File: config.mk
export PLATFORM = sky130hd
export DESIGN_NAME = fetch_unit
export DESIGN_NICKNAME = d
export VERILOG_FILES = /design/src/rtl/fetch_unit.sv
export SDC_FILE = /design/constraint.sdc
export NUM_CORES = 1
export LEC_CHECK = 0
export BUFFER_PORTS_ARGS = -buffer_cell sky130_fd_sc_hd__buf_2
export CORE_MARGIN = 1
export CORE_UTILIZATION = 48
export DETAILED_ROUTE_END_ITERATION = 8
export GPL_ROUTABILITY_DRIVEN = 0
export PLACE_DENSITY = 0.89
export SYNTH_ARGS = -nofsm -noshare
export SYNTH_HDL_FRONTEND = slang
export SYNTH_SLANG_ARGS = --single-unit
File: constraint.sdc
create_clock -name I_CLK -period 1.94 [get_ports I_CLK]
set_input_delay 0.388 -clock I_CLK [delete_from_list [all_inputs] [get_ports I_CLK]]
set_output_delay 0.388 -clock I_CLK [all_outputs]
set_load 0.005 [all_outputs]
File: src/rtl/fetch_unit.sv
// -----------------------------------------------------------------------------
// fetch_unit
//
// Instruction fetch stage for the CompactRISC16 core. It owns the program
// counter and issues single-word reads to instruction memory. The returned
// instruction and its address are latched and offered to decode with a
// valid/ready handshake. Execute can redirect the PC at any time.
//
// Optional feature (define FETCH_PERF_COUNT_EN to enable):
//   O_FETCH_COUNT - saturating 32-bit count of completed decode handshakes.
//
// Ports:
//   I_CLK            clock, all state changes on the rising edge
//   I_NRESET         synchronous active-low reset
//   I_ENABLE         run enable, gates the start of new fetches
//   O_MEM_ADDR       instruction memory word address (current PC)
//   O_MEM_REQ        memory read request
//   I_MEM_DATA       memory read data
//   I_MEM_VALID      read data valid, only meaningful while O_MEM_REQ=1
//   I_REDIRECT       branch/jump taken, one-cycle pulse
//   I_REDIRECT_ADDR  redirect target
//   O_INSTR          fetched instruction
//   O_PC             address of O_INSTR
//   O_VALID          O_INSTR/O_PC valid
//   I_READY          decode accepts this cycle
//   O_FETCH_COUNT    (FETCH_PERF_COUNT_EN only) completed handshakes
// -----------------------------------------------------------------------------
module fetch_unit #(
  parameter int unsigned                 P_ADDR_WIDTH = 16,
  parameter int unsigned                 P_DATA_WIDTH = 16,
  parameter logic [P_ADDR_WIDTH-1:0]     P_RESET_PC   = '0
) (
  input  logic                    I_CLK,
  input  logic                    I_NRESET,
  input  logic                    I_ENABLE,
  output logic [P_ADDR_WIDTH-1:0] O_MEM_ADDR,
  output logic                    O_MEM_REQ,
  input  logic [P_DATA_WIDTH-1:0] I_MEM_DATA,
  input  logic                    I_MEM_VALID,
  input  logic                    I_REDIRECT,
  input  logic [P_ADDR_WIDTH-1:0] I_REDIRECT_ADDR,
  output logic [P_DATA_WIDTH-1:0] O_INSTR,
  output logic [P_ADDR_WIDTH-1:0] O_PC,
  output logic                    O_VALID,
  input  logic                    I_READY
`ifdef FETCH_PERF_COUNT_EN
  ,
  output logic [31:0]             O_FETCH_COUNT
`endif
);

  typedef enum logic [1:0] {
    S_IDLE,
    S_FETCH,
    S_HOLD
  } state_e;

  state_e                  state_q, state_d;
  logic [P_ADDR_WIDTH-1:0] pc_q, pc_d;
  logic [P_DATA_WIDTH-1:0] instr_q, instr_d;
  logic [P_ADDR_WIDTH-1:0] opc_q, opc_d;

  // Next-state logic.
  always_comb begin
    // NOTE: every signal driven here gets a default first so no path can
    // leave it unassigned, which would otherwise infer a latch.
    state_d = state_q;
    pc_d    = pc_q;
    instr_d = instr_q;
    opc_d   = opc_q;

    unique case (state_q)
      S_IDLE: begin
        if (I_ENABLE) state_d = S_FETCH;
      end
      S_FETCH: begin
        // Enable is not consulted here: an issued read always completes.
        if (I_MEM_VALID) begin
          instr_d = I_MEM_DATA;
          opc_d   = pc_q;
          pc_d    = pc_q + P_ADDR_WIDTH'(1);
          state_d = S_HOLD;
        end
      end
      S_HOLD: begin
        if (I_READY) state_d = I_ENABLE ? S_FETCH : S_IDLE;
      end
      default: state_d = S_IDLE;
    endcase

    // Redirect wins over the normal flow. Data returning in the same cycle is
    // discarded, and an unaccepted instruction in S_HOLD is dropped. An
    // abandoned read passes through S_IDLE so the request drops for a cycle
    // before the new address is presented; from S_IDLE or S_HOLD the new
    // request goes out on the very next cycle.
    if (I_REDIRECT) begin
      pc_d    = I_REDIRECT_ADDR;
      instr_d = instr_q;
      opc_d   = opc_q;
      if (state_q == S_FETCH) state_d = S_IDLE;
      else                    state_d = I_ENABLE ? S_FETCH : S_IDLE;
    end
  end

  // State registers with synchronous active-low reset.
  always_ff @(posedge I_CLK) begin
    // NOTE: sequential state uses non-blocking assignments so every register
    // samples pre-edge values regardless of statement order.
    if (!I_NRESET) begin
      state_q <= S_IDLE;
      pc_q    <= P_RESET_PC;
      instr_q <= '0;
      opc_q   <= '0;
    end else begin
      state_q <= state_d;
      pc_q    <= pc_d;
      instr_q <= instr_d;
      opc_q   <= opc_d;
    end
  end

  // Handshake outputs are decoded from state only; the address is the PC,
  // which does not move while a request is outstanding.
  assign O_MEM_REQ  = (state_q == S_FETCH);
  assign O_VALID    = (state_q == S_HOLD);
  assign O_MEM_ADDR = pc_q;
  assign O_INSTR    = instr_q;
  assign O_PC       = opc_q;

`ifdef FETCH_PERF_COUNT_EN
  logic        handshake;
  logic [31:0] count_q;

  // A redirect coinciding with I_READY still completes the handshake, so it
  // counts; a redirect-dropped instruction never sees I_READY and does not.
  assign handshake = (state_q == S_HOLD) && I_READY;

  always_ff @(posedge I_CLK) begin
    if (!I_NRESET) begin
      count_q <= '0;
    end else if (handshake && (count_q != 32'hFFFF_FFFF)) begin
      count_q <= count_q + 32'd1;
    end
  end

  assign O_FETCH_COUNT = count_q;
`endif

endmodule
; ---- Word-level counts from Yosys, hierarchy flattened
; Index checks and enable logic that the tools add are counted.
[classes]
reduce_logical = 6
add_sub_neg = 1
bitwise_logic = 1
eq_ne = 5
mux = 10
[ops]
columns = operator, n
row1 = 2-to-1 mux 16 bit, 3
row2 = adder 16 x 1 -> 16 bit (second input constant), 1
row3 = 2-to-1 mux 2 bit, 4
row4 = one-hot mux 2 bit (3 select lines), 1
row5 = AND reduction 3 bit, 2
row6 = nonzero test 2 bit, 2
row7 = != test 3 x 1 -> 1 bit (second input constant), 1
row8 = != test 3 x 2 -> 1 bit (second input constant), 1
row9 = != test 3 bit (second input constant), 1
row10 = equality test 2 x 1 -> 1 bit (second input constant), 1
row11 = equality test 2 bit (second input constant), 1
row12 = zero test 2 bit, 1
row13 = 2-to-1 mux 1 bit, 2
row14 = AND reduction 2 bit, 1
row15 = NOT 1 bit, 1
[word_totals]
reg_bits = 50
word_cells = 27
in_bits = 38
out_inout_bits = 50

; ---- Depth between registers and ports, before layout
; Gate-level depths: netlist (run 1).
[depth]
depth_word = 4
ltp_mapped = 7
ltp_nobuf = 5

; ---- Worst setup path after synthesis (run 1)
; Ideal clock, no wire load.
[synth_path]
kind = reg2reg
from = register pc_q[0], in the netlist O_MEM_ADDR[0]
to = register pc_q[14], in the netlist O_MEM_ADDR[14]
required_ns = 1.818
arrival_ns = 1.365
path_stages_with_launch = 6
setup_time_ns = 0.122
path_slack_ns = 0.453
n_path_buf = 0
path_cell_list = dfxtp_1 ha_1 nand2_1 nor4_4 a21boi_1 o311a_1
[synth_via]
elab_chain_len = 4
[synth_rtl]
columns = item, line
row1 = start: declaration, 59  ; logic [P_ADDR_WIDTH-1:0] pc_q, pc_d;
row2 = start signal: assignment, 116  ; pc_q <= pc_d;
row3 = adder 16 x 1 -> 16 bit, 81  ; pc_d = pc_q + P_ADDR_WIDTH'(1);
row4 = 2-to-1 mux 16 bit, 78  ; if (I_MEM_VALID) begin
row5 = 2-to-1 mux 16 bit, 72  ; unique case (state_q)
row6 = 2-to-1 mux 16 bit, 96  ; if (I_REDIRECT) begin
; No other way between the ends. The select of a mux whose other input is x is not followed.
; A chain may end at the register's enable or synchronous reset.

; ---- Final worst setup path (run 1)
[layout_path]
from = register pc_q[8], in the netlist O_MEM_ADDR[8]
to = register pc_q[15], in the netlist O_MEM_ADDR[15]
; Same word-level chain as after synthesis.

==> impl_metrics.env, run 1 <==
export IMPL_hpwlAfterDp_mm=3.70
export IMPL_power_mw=1.96
export IMPL_outcome="finished clean"
export IMPL_grt_first_pass_wirelength_mm=8.49
export IMPL_grt_total_usage=0.215
export IMPL_routed_wirelength_mm=5.11
export IMPL_cts_sink_count=50
export IMPL_cp_max_fo=7
export IMPL_critPathRequiredTime_ns=2.13
export IMPL_critical_path_max_stage_delay_ns=0.51
export IMPL_critical_path_end_type="flip-flop"
export IMPL_final_net_count=379
export IMPL_mostFrequentLayoutCell="sky130_fd_sc_hd__buf_2"
export IMPL_critical_path_startpoint_type="flip-flop"
export IMPL_yosys_warnings=0
export IMPL_maxClockFrequency_mhz=606
export IMPL_pwr_density_cell_nw_per_um2=704
export IMPL_initial_core_util=0.505
export IMPL_p_leak_nw=1.23
export IMPL_synth_top_cells_by_area="sky130_fd_sc_hd__dfxtp_1, sky130_fd_sc_hd__nand2_1, sky130_fd_sc_hd__a21boi_0"
export IMPL_finClkSkew_ns=0.00595
export IMPL_placement_io_buffers=87
export IMPL_synth_yosys_seq_area_share=0.449
export IMPL_clk_path_buf_depth=2
export IMPL_detailed_router_iteration_count_before_antenna_repair=4
export IMPL_yosysUniqueCellTypes=38
export IMPL_layout_cells_most_common_list="sky130_fd_sc_hd__buf_2, sky130_fd_sc_hd__nand2_1, sky130_fd_sc_hd__dfxtp_1"
export IMPL_die_w_um=70.1
export IMPL_crit_path_cell_trace="and4_1 > and3_1 > a31oi_1 > o311a_1"
export IMPL_synth_top_cell_area_share=0.449
export IMPL_post_drt_wl_per_cell_um=13.0
export IMPL_syn_area_um2=2230
export IMPL_floorplan_die_height_um=70.1
export IMPL_detail_route_vias_per_cell=5.28
export IMPL_placedInstanceArea_um2=2690
export IMPL_drt_drc_violations_left=0
export IMPL_postSynthCellCount=257
export IMPL_max_cap_violations=0
export IMPL_tritoncts_num_buffers=5
export IMPL_routed_top_layer="met4"
export IMPL_cts_htree_levels=2
export IMPL_drt_first_iter_violations=106
export IMPL_slew_headroom=0.645
export IMPL_postLayoutCoreUtil=0.630
export IMPL_mappedNetlistNets=296
export IMPL_grt_overflow=0
export IMPL_hold_ws_ns=0.319
export IMPL_grt_start_max_net_pins=40
export IMPL_met2_length_mm=2.44
export IMPL_post_cts_setup_buffers=0
export IMPL_internal_power_mw=1.46
export IMPL_insertedDiodeCount=0
export IMPL_worst_pin_slew_ns=0.532
export IMPL_grt_antenna_before_repair=0
export IMPL_area_growth_syn_to_layout_pct=24.8
export IMPL_comb_power_share=0.112
export IMPL_clock_power_share=0.317
export IMPL_ctsRootBufferMaster="sky130_fd_sc_hd__clkbuf_8"
export IMPL_max_vdd_ir_drop_v=0.000370
export IMPL_io_pin_count=88
export IMPL_die_area_um2=4920
export IMPL_finalHoldViolations=0
export IMPL_power_switching_mw=0.493
export IMPL_critPathKind="reg -> reg"
export IMPL_count_of_hold_fix_buffers_inserted_at_cts=0
export IMPL_layout_drive_gt1_share=0.317
export IMPL_worst_endpoint_arrival_ns=1.84
export IMPL_synth_enable_flop_cells=0
export IMPL_rsz0062_at_grt="no"
export IMPL_resized_gates_after_cts=0
export IMPL_number_of_synthesized_register_bits=50
export IMPL_final_area_um2=2780
export IMPL_path_buf_inv=0
export IMPL_yosysTopAreaCell="sky130_fd_sc_hd__dfxtp_1"
export IMPL_timing_critical_path_max_delay_family="simple AND/OR/NAND/NOR gates"
export IMPL_wl_met1_mm=2.28
export IMPL_final_setup_tns_ns=0
export IMPL_async_set_or_reset_register_ratio_after_synthesis=0
export IMPL_worst_skew_late_latency_ns=0.30
export IMPL_slew_violations=0
export IMPL_switching_share=0.252
export IMPL_hold_class="in -> reg"
export IMPL_final_setup_viol_count=0
export IMPL_clkSlewWorstSetupHoldPaths_ns=0.09
export IMPL_via_count=2077
export IMPL_ys_flop_type="sky130_fd_sc_hd__dfxtp_1"
export IMPL_post_route_ant_nets=0
export IMPL_core_area_um2=4410
export IMPL_first_global_vias=1846
export IMPL_syn_avg_cell_area_um2=8.67
export IMPL_wl_met3_um=349
export IMPL_min_period_ns=1.65
export IMPL_critical_path_slowest_cell="sky130_fd_sc_hd__dfxtp_1"
export IMPL_rows=24
export IMPL_tritoncts="built"
export IMPL_power_sequential_fraction=0.570
export IMPL_min_period_over_period=0.850
-- cell families (layout without fill, tap and decap cells) --
kind of cell / after synthesis / count (layout) / share of synthesized area
compound gates: 66 / 66 / 0.199
xor+xnor: 11 / 11 / 0.0432
fa+ha+maj: 1 / 1 / 0.00561
buf+inv: 21 / 105 / 0.0438
flops: 50 / 50 / 0.449
mux: 2 / 2 / 0.00898
simple gates: 106 / 106 / 0.250
-- stage by stage --
step           setup slack [ns]  cells
6_report                  0.291    393
5_1_grt                   0.153    393
4_1_cts                   0.299    393
3_5_place_dp              0.295    385
3_3_place_gp              0.356    385
2_1_floorplan             0.453    257
-- power groups by stage --
stage	Sequential (mW)	Combinational [mW]	Clock, mW
floorplan	1.13	0.124	0
global placement	1.14	0.215	0
detailed placement	1.14	0.220	0
CTS	1.11	0.222	0.635
global route	1.12	0.245	0.671
finish	1.12	0.220	0.621
-- per-layer routing --
layer / vias up / global-route usage
met5: - / 0
met4: 0 / 0.0822
met3: 4 / 0.0606
met2: 73 / 0.349
met1: 962 / 0.269
li1: 1038 / -
-- synth_stat cells, types with 2 or more instances --
| master | count |
|---|---|
| sky130_fd_sc_hd__nor4_2 | 2 |
| sky130_fd_sc_hd__a31oi_1 | 3 |
| sky130_fd_sc_hd__buf_2 | 3 |
| sky130_fd_sc_hd__and2_1 | 3 |
| sky130_fd_sc_hd__nand4_1 | 3 |
| sky130_fd_sc_hd__and3b_1 | 2 |
| sky130_fd_sc_hd__nor2b_1 | 2 |
| sky130_fd_sc_hd__nand2b_1 | 3 |
| sky130_fd_sc_hd__a21oi_1 | 10 |
| sky130_fd_sc_hd__nand3_1 | 3 |
| sky130_fd_sc_hd__nand2_1 | 71 |
| sky130_fd_sc_hd__o21ai_0 | 14 |
| sky130_fd_sc_hd__and4_1 | 2 |
| sky130_fd_sc_hd__nor3_1 | 3 |
| sky130_fd_sc_hd__clkbuf_1 | 9 |
| sky130_fd_sc_hd__mux2i_1 | 2 |
| sky130_fd_sc_hd__a21boi_1 | 6 |
| sky130_fd_sc_hd__o311a_1 | 2 |
| sky130_fd_sc_hd__xor2_1 | 3 |
| sky130_fd_sc_hd__inv_1 | 5 |
| sky130_fd_sc_hd__xnor2_1 | 8 |
| sky130_fd_sc_hd__buf_4 | 4 |
| sky130_fd_sc_hd__nor4_4 | 2 |
| sky130_fd_sc_hd__a21boi_0 | 27 |
| sky130_fd_sc_hd__nor2_1 | 3 |
| sky130_fd_sc_hd__dfxtp_1 | 50 |
-- worst min-delay path, stage by stage --
cell	delay (ns)
sky130_fd_sc_hd__buf_2	0.10
sky130_fd_sc_hd__nand2_1	0.04
sky130_fd_sc_hd__a21boi_1	0.05
-- worst paths after layout --
check                                     from        endpoint  slack [ns]  depth (start not counted)
worst max-delay path             O_MEM_ADDR[8]  O_MEM_ADDR[15]        0.29                          4
worst max register to register   O_MEM_ADDR[8]  O_MEM_ADDR[15]        0.29                          4
worst min register to register     O_INSTR[14]     O_INSTR[14]        0.45                          2
worst min-delay path            I_MEM_DATA[14]     O_INSTR[14]        0.32                          3
-- area by class of cell --
cell class,count,area [um^2]
clock buffer,7,86.3
clock inverter,1,5.00
fill,395,1630
inverter,5,18.8
multi-input combinational,186,1130
sequential,50,1000
tap,52,65.1
timing repair buffer,92,473
-- registers in the layout, summed over array words and instances, names as in the netlist --
register,cells
state_q,2
O_PC,16
O_INSTR,16
O_MEM_ADDR,16
(Power assumes the default switching activity.)
==> inputs of run 2 (changes only) <==
--- a/config.mk
+++ b/config.mk
@@ -11,6 +11,7 @@
 export DETAILED_ROUTE_END_ITERATION = 8
 export GPL_ROUTABILITY_DRIVEN = 0
 export PLACE_DENSITY = 0.89
+export SETUP_SLACK_MARGIN = 0.5
 export SYNTH_ARGS = -nofsm -noshare
 export SYNTH_HDL_FRONTEND = slang
 export SYNTH_SLANG_ARGS = --single-unit
==> run 2 against run 1 <==
Setup slack gained 0.19 ns. Routed wire length increased by 14%. Count of clock-buffer cells in the layout decreased by 1. Design area is 11% higher. Critical path depth stayed put. Largest cell class unchanged. Combinational power is 22% higher. Sequential cell count unchanged.
==> impl_metrics.env, run 2 (synthesis gave the netlist of run 1 again) <==
export IMPL_area_sequential_um2=1030
export IMPL_reg2reg_to="O_MEM_ADDR[15]"
export IMPL_grt_start_max_net_pins=33
export IMPL_tritoncts="built"
export IMPL_routed_wirelength_mm=5.84
export IMPL_wl_met1_mm=2.58
export IMPL_layout_cells_most_common_list="sky130_fd_sc_hd__buf_2, sky130_fd_sc_hd__nand2_1, sky130_fd_sc_hd__dfxtp_1"
export IMPL_layout_drive_gt1_share=0.419
export IMPL_grt_antenna_before_repair=0
export IMPL_grt_overflow=0
export IMPL_critical_path_startpoint_type="flip-flop"
export IMPL_die_w_um=70.1
export IMPL_min_period_ns=1.46
export IMPL_core_area_um2=4410
export IMPL_final_setup_viol_count=0
export IMPL_slew_violations=0
export IMPL_p_leak_nw=1.37
export IMPL_outcome="finished clean"
export IMPL_finClkSkew_ns=0.00579
export IMPL_fillerInstances=342
export IMPL_min_period_over_period=0.752
export IMPL_mostFrequentLayoutCell="sky130_fd_sc_hd__buf_2"
export IMPL_wl_met3_um=378
export IMPL_rows=24
export IMPL_grt_first_pass_wirelength_mm=8.62
export IMPL_hold_class="in -> reg"
export IMPL_drt_first_iter_violations=104
export IMPL_tritoncts_num_buffers=5
export IMPL_count_of_hold_fix_buffers_inserted_at_cts=0
export IMPL_area_growth_syn_to_layout_pct=38.1
export IMPL_pwr_density_cell_nw_per_um2=652
export IMPL_hold_ws_ns=0.314
export IMPL_startpoint_of_the_lowest_slack_hold_path="I_MEM_DATA[14]"
export IMPL_cp_max_fo=5
export IMPL_grt_total_usage=0.217
export IMPL_placedInstanceArea_um2=2730
export IMPL_drt_drc_violations_left=0
export IMPL_cts_htree_levels=2
export IMPL_final_net_count=394
export IMPL_cts_sink_count=50
export IMPL_slew_headroom=0.702
export IMPL_io_pin_count=88
export IMPL_max_vdd_ir_drop_v=0.000318
export IMPL_critPathRequiredTime_ns=2.13
export IMPL_hpwlAfterDp_mm=3.67
export IMPL_routed_top_layer="met4"
export IMPL_detailed_router_iteration_count_before_antenna_repair=4
export IMPL_hold_path_endpoint="O_INSTR[14]"
export IMPL_regToRegStartpoint="O_MEM_ADDR[10]"
export IMPL_regToRegSetupSlack_ns=0.48
export IMPL_maxClockFrequency_mhz=686
export IMPL_finalHoldViolations=0
export IMPL_max_cap_violations=0
export IMPL_initial_core_util=0.505
export IMPL_via_count=2178
export IMPL_critical_path_end_type="flip-flop"
export IMPL_worst_skew_late_latency_ns=0.30
export IMPL_worst_endpoint_arrival_ns=1.65
export IMPL_placement_io_buffers=87
export IMPL_detail_route_vias_per_cell=5.34
export IMPL_first_global_vias=1931
export IMPL_holdPathStages=3
export IMPL_worst_pin_slew_ns=0.447
export IMPL_ctsRootBufferMaster="sky130_fd_sc_hd__clkbuf_8"
export IMPL_insertedDiodeCount=0
export IMPL_die_area_um2=4920
export IMPL_final_area_um2=3080
export IMPL_met2_length_mm=2.80
export IMPL_area_used_by_multi_input_combinational_logic_um2=1220
export IMPL_r2r_worst_path_cells=4
export IMPL_post_route_ant_nets=0
export IMPL_rsz0062_at_grt="yes"
export IMPL_floorplan_die_height_um=70.1
export IMPL_final_setup_tns_ns=0
export IMPL_clkSlewWorstSetupHoldPaths_ns=0.09
export IMPL_clk_path_buf_depth=2
export IMPL_critPathKind="reg -> reg"
export IMPL_post_drt_wl_per_cell_um=14.3
run 2: cell types whose count changed in the layout (fill, tap and decap cells not counted), moves of 2 or more:
cell / change
sky130_fd_sc_hd__nor3_2: +2
sky130_fd_sc_hd__buf_12: +3
sky130_fd_sc_hd__dfxtp_4: +7
sky130_fd_sc_hd__buf_4: +10
sky130_fd_sc_hd__nor4_4: +2
sky130_fd_sc_hd__nand2_1: -2
sky130_fd_sc_hd__dfxtp_2: +5
sky130_fd_sc_hd__dfxtp_1: -12
sky130_fd_sc_hd__nor3_1: -2
run 2: report_power, final:
group          switching (mW)  internal, mW
Combinational           0.132         0.136
Clock                   0.338         0.287
Sequential             0.0490          1.06
Total                   0.519          1.49
run 2: stage by stage:
| stage | instances | worst slack (ns) | power [mW] | util |
|---|---|---|---|---|
| finish | 408 | 0.482 | 2.01 | 0.697 |
| global route | 408 | 0.408 | 2.08 | 0.697 |
| CTS | 403 | 0.484 | 2.00 | 0.668 |
| detailed placement | 387 | 0.287 | 1.37 | 0.619 |
| global placement | 387 | 0.306 | 1.36 | 0.619 |
| floorplan | 257 | 0.506 | 1.25 | - |
run 2: metal layers:
metal	up-vias	track usage
met2	86	0.372
met1	1009	0.271
met5	-	0
li1	1074	-
met4	0	0.0756
met3	9	0.0418
run 2: critical path: stages, from the launching register on:
cell and delay [ns]:
sky130_fd_sc_hd__dfxtp_2 0.36, sky130_fd_sc_hd__and4_2 0.28, sky130_fd_sc_hd__and3_4 0.20, sky130_fd_sc_hd__and4_1 0.19, sky130_fd_sc_hd__o311a_1 0.32
run 2: repair_timing:
| item | in CTS | in global routing |
|---|---|---|
| setup buffers | 8 | 3 |
| pin swaps | 4 | 6 |
| setup endpoints to repair | 19 | 46 |
| resized for setup | 20 | 16 |
| gates cloned | 0 | 2 |
run 2: worst max path at each step:
stage / endpoint / startpoint / cells after the start
after global routing: O_MEM_ADDR[7] / state_q[1] / 5
after global placement: O_MEM_ADDR[10] / O_MEM_ADDR[0] / 5
after detailed placement: O_MEM_ADDR[15] / I_MEM_VALID / 5
after floorplan: O_MEM_ADDR[14] / O_MEM_ADDR[5] / 4
final: O_MEM_ADDR[15] / O_MEM_ADDR[10] / 4
after CTS: O_MEM_ADDR[15] / state_q[1] / 4
run 2: layout make-up:
type                    count  area share
multi-input cells         186       0.397
flip-flops and latches     50       0.336
repair buffers            107       0.209
clock buffers               6      0.0268
well taps                  52      0.0211
inverters                   5     0.00610
clock inverters             2     0.00407
